--- config.mk ---
export PLATFORM = sky130hd
export DESIGN_NAME = capture_deserializer
export DESIGN_NICKNAME = d
export VERILOG_FILES = /design/src/rtl/capture_deserializer.sv
export SDC_FILE = /design/constraint.sdc
export NUM_CORES = 1
export LEC_CHECK = 0
export CAP_MARGIN = 0
export CORE_ASPECT_RATIO = 0.5
export CORE_MARGIN = 5
export CORE_UTILIZATION = 56
export DETAILED_ROUTE_END_ITERATION = 10
export GPL_ROUTABILITY_DRIVEN = 0
export HOLD_SLACK_MARGIN = 0.08
export PLACE_DENSITY_LB_ADDON = 0.2
export SYNTH_ARGS = -nofsm -noshare
export SYNTH_HDL_FRONTEND = slang
export SYNTH_SLANG_ARGS = --single-unit
--- constraint.sdc ---
create_clock -name clk -period 3.14 [get_ports clk]
set_clock_uncertainty 0.05 [all_clocks]
set_input_delay 0.314 -clock clk [delete_from_list [all_inputs] [get_ports clk]]
set_output_delay 0.314 -clock clk [all_outputs]
set_load 0.01 [all_outputs]
--- src/rtl/capture_deserializer.sv ---
// capture_deserializer
//   Multi-channel logic-capture deserializer. Every channel is sampled on a
//   common decimated strobe (one sample every div+1 clocks). Each channel
//   accumulates DEPTH samples in its own shift register. A completed word is
//   presented on a valid/ready output register. If a word completes while the
//   output register still holds an unconsumed word, the new word is dropped and
//   a sticky overflow flag is set.
//
// Parameters
//   NCH   : number of input channels (1..64)
//   DEPTH : samples per channel per output word (2..32)
//   DIV_W : width of the sample-rate divider
//
// Ports
//   clk       : rising-edge clock for all state
//   rst_n     : asynchronous active-low reset
//   channels  : raw channel levels, sampled without a synchronizer
//   enable    : capture run; when low, divider/fill/shift state is cleared
//   div       : sample period minus one, in clocks
//   clr_ovf   : clears the sticky overflow flag (a new overflow wins)
//   out_ready : consumer accepts the word held on out_data
//   out_valid : out_data holds an unconsumed word
//   out_data  : completed word, bit i*DEPTH+k = channel i, k=0 newest sample
//   overflow  : sticky, at least one completed word was dropped
module capture_deserializer #(
  parameter int NCH   = 32,
  parameter int DEPTH = 8,
  parameter int DIV_W = 16
) (
  input  logic                   clk,
  input  logic                   rst_n,
  input  logic [NCH-1:0]         channels,
  input  logic                   enable,
  input  logic [DIV_W-1:0]       div,
  input  logic                   clr_ovf,
  input  logic                   out_ready,
  output logic                   out_valid,
  output logic [NCH*DEPTH-1:0]   out_data,
  output logic                   overflow
);

  localparam int W      = NCH * DEPTH;
  localparam int FILL_W = $clog2(DEPTH);

  logic [DIV_W-1:0]  div_cnt;
  logic [FILL_W-1:0] fill;
  logic [W-1:0]      sr;
  logic [W-1:0]      sr_next;
  logic              strobe;
  logic              complete;
  logic              transfer;

  // >= rather than == so that lowering div below the running count ends the
  // current period immediately instead of waiting for the counter to wrap.
  always_comb begin
    strobe = enable && (div_cnt >= div);
  end

  // Per-channel left shift; the newest sample enters at bit k=0.
  always_comb begin
    sr_next = sr;
    for (int unsigned i = 0; i < NCH; i++) begin
      sr_next[i*DEPTH +: DEPTH] = {sr[i*DEPTH +: DEPTH-1], channels[i]};
    end
  end

  always_comb begin
    complete = strobe && (fill == FILL_W'(DEPTH - 1));
    transfer = out_valid && out_ready;
  end

  // Capture datapath: divider, fill counter and shift registers.
  always_ff @(posedge clk or negedge rst_n) begin
    if (!rst_n) begin
      div_cnt <= '0;
      fill    <= '0;
      sr      <= '0;
    end else if (!enable) begin
      div_cnt <= '0;
      fill    <= '0;
      sr      <= '0;
    end else begin
      if (strobe) begin
        div_cnt <= '0;
        sr      <= sr_next;
        fill    <= complete ? '0 : fill + FILL_W'(1);
      end else begin
        div_cnt <= div_cnt + DIV_W'(1);
      end
    end
  end

  // Output register. A completion loads the word (taking sr_next so the
  // completing sample is included) whenever the register is empty or being
  // drained in the same clock; otherwise the word is dropped.
  always_ff @(posedge clk or negedge rst_n) begin
    if (!rst_n) begin
      out_valid <= 1'b0;
      out_data  <= '0;
      overflow  <= 1'b0;
    end else begin
      if (complete && (!out_valid || out_ready)) begin
        out_valid <= 1'b1;
        out_data  <= sr_next;
      end else if (transfer) begin
        out_valid <= 1'b0;
      end

      if (complete && out_valid && !out_ready) begin
        overflow <= 1'b1;
      end else if (clr_ovf) begin
        overflow <= 1'b0;
      end
    end
  end

endmodule
==> impl_metrics.csv, run 1 <==
group,metric,value,unit
layout,final_core_utilization,68.2,%
global_route,grt_pass1_vias,20800,
floorplan,core.rowCount,54,
timing,fin_tns_setup,0,ps
critical_path,crit_type,"register to register",
timing,fmaxAchievable,369,MHz
floorplan,die-height,157,um
timing,timing.final.hold_violations,0,
routing,finalWirelength,67500,um
place,placed_cells_incl_taps,3100,
cts,post_cts.repair.setup_buffers,0,
layout,finish.net_count,2633,
critical_path,cp_common_cell,"buf_4",
logic_synthesis,ys_warn_count,0,
cts,ctsLongestPathBuffers,3,
logic_synthesis,number_of_enable_type_register_cells_in_the_synthesized_netlist,0,
timing,setup-violations-final,0,
routing,drt.antenna.violating_nets,0,
global_route,gr-usage-met2,46.6,%
timing,post-route-period-util,86.2,%
cts,tritoncts.num_buffers,46,
global_route,globalRouteMet1Util,37.5,%
critical_path,path_delay_family,"buffers and inverters",
floorplan,num_io_pins,311,
timing,timing.final.crit_period,2710,ps
logic_synthesis,synth_seq_area_share,51.5,%
cts,clock_sink_count,501,
critical_path,cpPeakStageDelay,640,ps
global_route,pin_count_of_the_biggest_net_entering_global_routing,151,
logic_synthesis,synth_largest_area_cell,"dfrtp_1",
global_route,grt_antenna_before_repair,0,
routing,via_per_inst,6.40,
logic_synthesis,syn-num-nets,2488,
place,dpl.hpwl,38100,um
floorplan,floorplan.initialDensity,56.3,%
global_route,met3_track_demand_over_resource,3.76,%
global_route,globalRouteOverflowTotal,0,
cts,path_clk_slew,60,ps
cts,holdBufCountCts,1,
routing,dr.pass1.iters,5,
layout,insertedDiodeCount,0,
worst_hold_path,hold_path.class,"primary input to register",
global_route,grt_first_pass_wirelength,111000,um
logic_synthesis,synth_seq_cells,501,
cts,cts_max_level,2,
global_route,track_usage,27.7,%
logic_synthesis,yosys-top-cells-area,"dfrtp_1, mux2i_1, o2111ai_1",
critical_path,setup.worst_path.start_class,"register",
timing,post-route-worst-setup-slack,432,ps
pwr,power-per-cell-area,440,nW/um2
cts,clock_tree.root_cell,"clkbuf_16",
logic_synthesis,dominantRegCellSynth,"dfrtp_1",
pwr,p_total,13.0,mW
logic_synthesis,yosysMostFrequentCell,"nand2_1",
critical_path,critical_path_peak_fanout,63,
pwr,vdd_drop_max,0.000330,V
timing,drv_slew,0,
critical_path,cp.buffers_inverters,2,
logic_synthesis,syn_area,24300,um2
critical_path,critPathSlowestCell,"buf_4",
routing,drtIter0Drc,1924,
global_route,grt_busiest_layer,"met2",
logic_synthesis,synthArstFlopShare,100,%
routing,route.vias.total,20400,
pwr,leakagePower,11.4,nW
logic_synthesis,post_synth_num_cell_types,36,
critical_path,cp_data_arrival_time,3130,ps
critical_path,cp_data_required_time,3560,ps
logic_synthesis,synth_top_cells_by_count,"nand2_1, dfrtp_1, o21ai_0",
layout,post_layout_nonfiller_instances,3186,
floorplan,die_width,305,um
floorplan,die_area,48000,um2
routing,remaining_design_rule_violation_count,0,
timing,setup_repair_after_global_routing_missed_its_margin,"no",
place,place_worst_setup_slack,106,ps
cts,clock_latency_late_sink,570,ps
logic_synthesis,synth_top_cell_area_share,51.5,%
place,numPortBuffers,310,
layout,area_growth_syn_to_layout,21.2,%
floorplan,core-area,43200,um2
timing,worstMarginPinSlew,839,ps
logic_synthesis,syn_inst,2416,
timing,slew-limit-headroom,44.1,%
outcome,status,"finished, final reports clean",
critical_path,cp-end-kind,"register",
cts,cts_tree,"yes",
routing,wl_per_cell,21.2,um
run,max_cap_viol_count,0,
critical_path,cp_cell_sequence,"ha_1, a21oi_1, nor3_1, nor3_4, buf_4, buf_4, o2111ai_1, o211ai_1",
logic_synthesis,synth_area_per_cell,10.1,um2
layout,layout-drive-gt1-share,6.04,%
cts,postCtsResizedCells,0,
==> worst min-delay path: stages <==
cell and delay [ps]:
clkbuf_8 270, nand2_1 130, mux2i_1 60
==> state kept, by name (all words and copies together), names as in the netlist <==
| register | count |
|---|---|
| out_valid | 1 |
| sr | 224 |
| out_data | 256 |
| fill | 3 |
| div_cnt | 16 |
| overflow | 1 |
==> placed cells by master, fill, tap and decap left out, drive strengths merged, types with 2 or more instances in the layout <==
cell	netlist	final
xnor2	9	9
mux2i	227	227
nor2b	2	2
xor2	5	5
nor3	6	6
bufinv	0	3
nor2	22	22
nand4	2	2
o2111ai	258	258
clkinv	0	13
inv	20	20
a21oi	3	3
dfrtp	501	501
clkinvlp	0	2
nand2	519	519
ha	19	19
o21ai	260	260
clkbuf	220	68
and3	4	4
nand2b	2	2
clkdlybuf4s50	0	308
nand3	9	9
o211ai	257	257
buf	61	68
==> layer usage <==
| layer | vias up | part of all wire [%] |
|---|---|---|
| met4 | 0 | 3.3 |
| met1 | 10300 | 43 |
| met2 | 659 | 49 |
| met3 | 141 | 5.1 |
| li1 | 9254 | - |
| met5 | - | 0 |
==> kinds of logic after synthesis <==
family | after synthesis | synth area share, %
buffers and inverters | 301 | 5.74
adders and majority gates | 19 | 0.977
AOI/OAI and AO/OA | 785 | 22.9
DFF | 501 | 51.5
muxes | 227 | 9.34
and+or+nand+nor | 569 | 9.02
xor gates and xnor gates | 14 | 0.504
==> power by group <==
part	total (mW)	switching [mW]	internal [mW]
sequential	6.51	0.0278	6.48
clock	5.91	2.53	3.38
combinational	0.551	0.358	0.193
total	13.0	2.91	10.1
==> path summary, 6_finish.rpt <==
kind / from / end / slack (ps) / cells past startpoint
setup reg to reg: div_cnt[9]$_DFF_PN0_ / out_data[52]$_DFFE_PN0P_ / 430 / 8
setup / recovery: div_cnt[9]$_DFF_PN0_ / out_data[52]$_DFFE_PN0P_ / 430 / 8
max in group asynchronous: rst_n / sr[45]$_DFFE_PN0P_ / 1820 / 3
hold reg to reg: sr[182]$_DFFE_PN0P_ / out_data[183]$_DFFE_PN0P_ / 480 / 2
hold / removal: enable / sr[222]$_DFFE_PN0P_ / 250 / 3
min in group asynchronous: rst_n / out_data[82]$_DFFE_PN0P_ / 290 / 2
==> metrics by stage <==
step	area, um2	hold slack, ps
after detailed placement	27900	309
after floorplan	24300	-31.6
after global routing	29500	255
after global placement	27900	308
final	29500	252
after CTS	29500	225
==> area by class of cell <==
type,instances,area [um2]
well taps,588,736
inverters,20,75.1
clock buffers,67,1410
clock inverters,18,174
repair buffers,378,4090
fillers,3314,13800
multi-input cells,1614,10500
flip-flops and latches,501,12500
(Power assumes the default switching activity.)
==> run 2: changes to the inputs <==
--- a/config.mk
+++ b/config.mk
@@ -6,7 +6,7 @@
 export NUM_CORES = 1
 export LEC_CHECK = 0
 export CAP_MARGIN = 0
-export CORE_ASPECT_RATIO = 0.5
+export CORE_ASPECT_RATIO = 1.75
 export CORE_MARGIN = 5
 export CORE_UTILIZATION = 56
 export DETAILED_ROUTE_END_ITERATION = 10
==> run 2 against run 1 <==
Die area decreased by 0.19%. Maximum frequency decreased by 6.4%. Sequential cell count unchanged. Worst setup slack got worse by 180 ps. Power about the same. Sequential share of layout area about the same. Global-route usage increased by 0.72 points. Highest routed layer unchanged.
==> impl_metrics.csv, run 2 (synthesis gave the netlist of run 1 again) <==
group,metric,value,unit
pwr,p_total,13.0,mW
worst_hold_path,hold_path.class,"primary input to asynchronous set/reset pin",
cts,clock_sink_count,501,
timing,post-route-period-util,92.1,%
timing,worstMarginPinSlew,1140,ps
cts,post_cts.repair.setup_buffers,0,
routing,routedLengthMet1,27200,um
floorplan,die_area,47900,um2
timing,slew-limit-headroom,23.8,%
layout,most_frequent_standard_cell_in_the_layout_excluding_fill_and_tap_cells,"nand2_1",
global_route,pin_count_of_the_biggest_net_entering_global_routing,259,
routing,route.vias.total,20800,
floorplan,core.rowCount,101,
timing,drv_slew,0,
layout,post_layout_nonfiller_instances,3168,
place,dpl.hpwl,41100,um
critical_path,setup.worst_path.start_class,"register",
pwr,internal-power,10.1,mW
routing,finalWirelength,69800,um
timing,setup-violations-final,0,
critical_path,worstRegToRegCells,8,
cts,ctsLongestPathBuffers,3,
place,numPortBuffers,310,
timing,timing.final.hold_violations,0,
timing,fmaxAchievable,346,MHz
floorplan,die-height,286,um
routing,drt.antenna.violating_nets,0,
outcome,status,"finished, final reports clean",
timing,setup_repair_after_global_routing_missed_its_margin,"no",
pwr,net-switching-power,2.83,mW
routing,dr.pass1.iters,6,
layout,largest-register,"out_data",
cts,clock_latency_late_sink,560,ps
global_route,globalRouteOverflowTotal,0,
routing,detailroute.wirelength.met2,35000,um
global_route,grt_first_pass_wirelength,114000,um
cts,cts_max_level,2,
critical_path,crit_type,"register to register",
routing,drtIter0Drc,1953,
place,placed_cells_incl_taps,3087,
pwr,pwr-share-comb,4.2,%
critical_path,cp_data_required_time,3560,ps
routing,route.met3.wl,4650,um
critical_path,critical_path_peak_fanout,143,
layout,insertedDiodeCount,0,
global_route,grt_antenna_before_repair,0,
layout,final_core_utilization,68.2,%
floorplan,num_io_pins,311,
place,dpl-instance-area,27900,um2
routing,wl_per_cell,22.0,um
cts,tritoncts.num_buffers,45,
routing,via_per_inst,6.57,
run,max_cap_viol_count,0,
layout,layout-drive-gt1-share,6.00,%
routing,remaining_design_rule_violation_count,0,
timing,timing.final.crit_period,2890,ps
cts,cts_tree,"yes",
cts,path_clk_slew,60,ps
global_route,grt_pass1_vias,21200,
global_route,track_usage,28.4,%
routing,top_sig_layer,"met4",
floorplan,core-area,43200,um2
layout,mostFrequentLayoutCells,"nand2_1, dfrtp_1, clkdlybuf4s50_1",
layout,final.fill_count,3340,
layout,final_area,29500,um2
floorplan,die_width,168,um
layout,largestRegisters,"out_data: 256 flops, sr: 224 flops, div_cnt: 16 flops",
pwr,power-per-cell-area,440,nW/um2
cts,clock_tree.root_cell,"clkbuf_16",
pwr,leakagePower,11.4,nW
layout,finish.net_count,2641,
pwr,p_seq_share,50.2,%
critical_path,cp-end-kind,"register",
critical_path,cp_data_arrival_time,3310,ps
layout,max_reg_flops,256,
pwr,net_switching_fraction_of_the_power,21.8,%
floorplan,floorplan.initialDensity,56.3,%
pwr,clock_power_share,45.6,%
pwr,vdd_drop_max,0.000433,V
layout,area_growth_syn_to_layout,21.1,%
==> run 2: cell types whose count changed in the layout (fill, tap and decap cells not counted) <==
cell,previous run,this run
clkbuf_1,6,11
clkbuf_8,13,11
bufinv_16,3,6
clkinv_2,12,5
clkinv_4,1,0
clkbuf_16,49,47
buf_4,30,42
buf_12,37,34
clkinvlp_4,2,0
inv_6,0,1
==> run 2: final timing paths <==
check	to	slack, ps	from
max	out_data[31]$_DFFE_PN0P_	250	div_cnt[5]$_DFF_PN0_
min	out_data[168]$_DFFE_PN0P_	220	rst_n
max reg2reg	out_data[31]$_DFFE_PN0P_	250	div_cnt[5]$_DFF_PN0_
min reg2reg	out_data[14]$_DFFE_PN0P_	490	sr[13]$_DFFE_PN0P_
max in group asynchronous	sr[42]$_DFFE_PN0P_	1750	rst_n
min in group clk	overflow$_DFFE_PN0P_	240	clr_ovf
==> run 2: metal layers <==
| metal | GRT usage, % | vias up |
|---|---|---|
| met1 | 36.5 | 10500 |
| li1 | - | 9258 |
| met5 | 0 | - |
| met2 | 47.8 | 924 |
| met4 | 11.9 | 0 |
| met3 | 4.85 | 151 |
==> run 2: area by class of cell <==
| class | instances | area, um2 | share of cell area (%) |
|---|---|---|---|
| Inverter | 20 | 75.1 | 0.255 |
| Clock inverter | 12 | 214 | 0.726 |
| Sequential cell | 501 | 12500 | 42.5 |
| Timing Repair Buffer | 387 | 4120 | 14.0 |
| Clock buffer | 68 | 1360 | 4.60 |
| Multi-Input combinational cell | 1614 | 10500 | 35.5 |
| Tap cell | 566 | 708 | 2.40 |
==> run 2: metrics by stage <==
| stage | setup slack [ps] | hold slack, ps | setup TNS [ps] |
|---|---|---|---|
| floorplan | 941 | -31.6 | 0 |
| global placement | 18.7 | 217 | 0 |
| detailed placement | -70.5 | 217 | -889 |
| CTS | 299 | 220 | 0 |
| global route | 156 | 230 | 0 |
| finish | 248 | 221 | 0 |
==> run 2: critical path: stages (launching register included) <==
cell and delay [ps]:
dfrtp_1 460, ha_1 300, nor3_1 190, nor2_1 110
o2111ai_4 280, buf_12 580, buf_4 440, o2111ai_1 190
o211ai_1 140
==> run 2: power by group through the flow <==
stage	clock network [mW]	logic, mW	registers (mW)
after floorplan	0	0.187	6.64
after global placement	0	0.533	6.63
after detailed placement	0	0.545	6.63
after CTS	6.00	0.550	6.51
after global routing	6.25	0.598	6.51
final	5.91	0.542	6.51
==> run 2: timing repair <==
| item | in CTS | in global routing |
|---|---|---|
| hold endpoints to repair | 81 | 0 |
| hold buffers | 1 | 0 |
| gates resized for setup | 0 | 0 |
==> run 3: changes to the inputs <==
--- a/config.mk
+++ b/config.mk
@@ -7,11 +7,10 @@
 export LEC_CHECK = 0
 export CAP_MARGIN = 0
 export CORE_ASPECT_RATIO = 1.75
-export CORE_MARGIN = 5
+export CORE_MARGIN = 2
 export CORE_UTILIZATION = 56
 export DETAILED_ROUTE_END_ITERATION = 10
 export GPL_ROUTABILITY_DRIVEN = 0
-export HOLD_SLACK_MARGIN = 0.08
 export PLACE_DENSITY_LB_ADDON = 0.2
 export SYNTH_ARGS = -nofsm -noshare
 export SYNTH_HDL_FRONTEND = slang
==> run 3 against run 2 <==
Count of clock-buffer cells in the layout grew 1. Sequential power about the same. Routed wire length fell by 2.3%. Maximum frequency is 10% higher. Largest power group unchanged. Via count shrank 0.24%.
==> impl_metrics.csv, run 3 (synthesis gave the netlist of run 1 again) <==
group,metric,value,unit
outcome,status,"finished, final reports clean",
critical_path,worstSetupStartpoint,"div_cnt[15]$_DFF_PN0_",
cts,path_clk_slew,70,ps
worst_hold_path,hold_path.class,"primary input to register",
routing,wl_per_cell,21.6,um
timing,setup_repair_after_global_routing_missed_its_margin,"no",
pwr,power-per-cell-area,432,nW/um2
timing,slew-limit-headroom,11.7,%
timing,timing.final.hold_violations,0,
routing,drt.antenna.violating_nets,0,
global_route,grt_pass1_vias,21000,
routing,via_per_inst,6.56,
floorplan,num_io_pins,311,
critical_path,r2r-start,"div_cnt[15]$_DFF_PN0_",
routing,finalWirelength,68200,um
critical_path,setup.worst_path.start_class,"register",
floorplan,core.rowCount,101,
cts,postCtsResizedCells,0,
timing,timing.final.crit_period,2620,ps
timing,post-route-period-util,83.4,%
global_route,grt_antenna_before_repair,1,
floorplan,die_area,45200,um2
critical_path,worst-r2r-setup-slack,520,ps
critical_path,reg2reg_to,"sr[116]$_DFFE_PN0P_",
place,dpl.hpwl,40000,um
routing,remaining_design_rule_violation_count,0,
cts,ctsLongestPathBuffers,3,
layout,final_core_utilization,68.2,%
layout,finish.net_count,2636,
layout,insertedDiodeCount,0,
layout,mostFrequentLayoutCells,"nand2_1, dfrtp_1, clkdlybuf4s50_1",
timing,fmaxAchievable,382,MHz
run,max_cap_viol_count,0,
cts,clock_sink_count,501,
place,numPortBuffers,310,
critical_path,critical_path_peak_fanout,29,
floorplan,floorplan.initialDensity,56.5,%
critical_path,worstRegToRegCells,8,
layout,largestRegisters,"out_data: 256 flops, sr: 224 flops, div_cnt: 16 flops",
global_route,pin_count_of_the_biggest_net_entering_global_routing,259,
cts,tritoncts.num_buffers,45,
cts,post_cts.repair.setup_buffers,0,
timing,worstMarginPinSlew,1320,ps
layout,max_reg_flops,256,
timing,setup-violations-final,0,
critical_path,cp_data_required_time,3560,ps
pwr,leakagePower,11.4,nW
floorplan,core-area,43100,um2
timing,fin_tns_setup,0,ps
cts,cts_max_level,2,
layout,final.fill_count,3300,
critical_path,cp-end-kind,"register",
layout,largest-register,"out_data",
timing,drv_slew,0,
layout,most_frequent_standard_cell_in_the_layout_excluding_fill_and_tap_cells,"nand2_1",
critical_path,worst_setup_path_endpoint,"sr[116]$_DFFE_PN0P_",
cts,holdBufCountCts,1,
floorplan,die-height,280,um
routing,dr.pass1.iters,5,
critical_path,cp_data_arrival_time,3040,ps
global_route,globalRouteOverflowTotal,0,
layout,layout-drive-gt1-share,5.74,%
pwr,vdd_drop_max,0.000471,V
routing,drtIter0Drc,2139,
critical_path,crit_type,"register to register",
layout,area_growth_syn_to_layout,20.7,%
cts,clock_tree.root_cell,"clkbuf_16",
global_route,grt_first_pass_wirelength,111000,um
cts,cts_tree,"yes",
routing,route.vias.total,20800,
floorplan,die_width,162,um
cts,clock_latency_late_sink,550,ps
global_route,track_usage,29.9,%
-- run 3: changes by cell type in the layout (fill, tap and decap cells not counted) --
cell        change
buf_4           -8
clkinvlp_4      +1
bufinv_16       -3
buf_12          +3
clkbuf_16       -2
clkbuf_8        +3
inv_6           -1
-- run 3: area by class of cell --
cell class | count | area, um2 | share of cell area, %
inverter | 20 | 75.1 | 0.256
sequential | 501 | 12500 | 42.7
timing repair buffer | 382 | 4120 | 14.0
clock buffer | 69 | 1350 | 4.58
multi-input combinational | 1614 | 10500 | 35.6
tap | 566 | 708 | 2.41
clock inverter | 9 | 123 | 0.418
-- run 3: worst min path at each step --
stage	cells past startpoint	to	from	slack [ps]
after CTS	5	out_data[255]$_DFFE_PN0P_	enable	230
after global routing	2	overflow$_DFFE_PN0P_	clr_ovf	260
after floorplan	0	div_cnt[0]$_DFF_PN0_	rst_n	-30
after detailed placement	1	out_data[170]$_DFFE_PN0P_	rst_n	320
final	5	out_data[255]$_DFFE_PN0P_	enable	250
after global placement	1	out_data[168]$_DFFE_PN0P_	rst_n	310
-- run 3: power breakdown --
group / leakage (nW) / switching [mW] / total (mW) / internal, mW
logic: 3.64 / 0.360 / 0.560 / 0.200
registers: 7.00 / 0.0316 / 6.51 / 6.48
clock network: 0.723 / 2.42 / 5.61 / 3.19
-- run 3: worst max-delay path, cell delays in order, from the launching register on --
cell and delay, ps:
dfrtp_1 400, ha_1 350, nand4_1 190, nor2_1 230, o2111ai_4 190, o211ai_1 250
buf_4 340, buf_12 270, mux2i_1 240
-- run 3: per-stage QoR --
stage / hold WS, ps / worst slack [ps] / total power [mW] / std cells / instance area (um2)
floorplan: -31.6 / 941 / 6.82 / 2416 / 24300
global placement: 310 / 206 / 7.19 / 3082 / 27900
detailed placement: 320 / 142 / 7.20 / 3082 / 27900
CTS: 227 / 515 / 12.8 / 3161 / 29400
global route: 260 / 393 / 13.1 / 3161 / 29400
finish: 251 / 521 / 12.7 / 3161 / 29400
-- run 3: routing by layer --
layer,GRT usage [%],up-vias,wire [um]
li1,-,9238,-
met5,0,-,12
met3,4.07,163,4160
met1,38.6,10500,26900
met2,50.7,819,34400
met4,12.7,2,2740
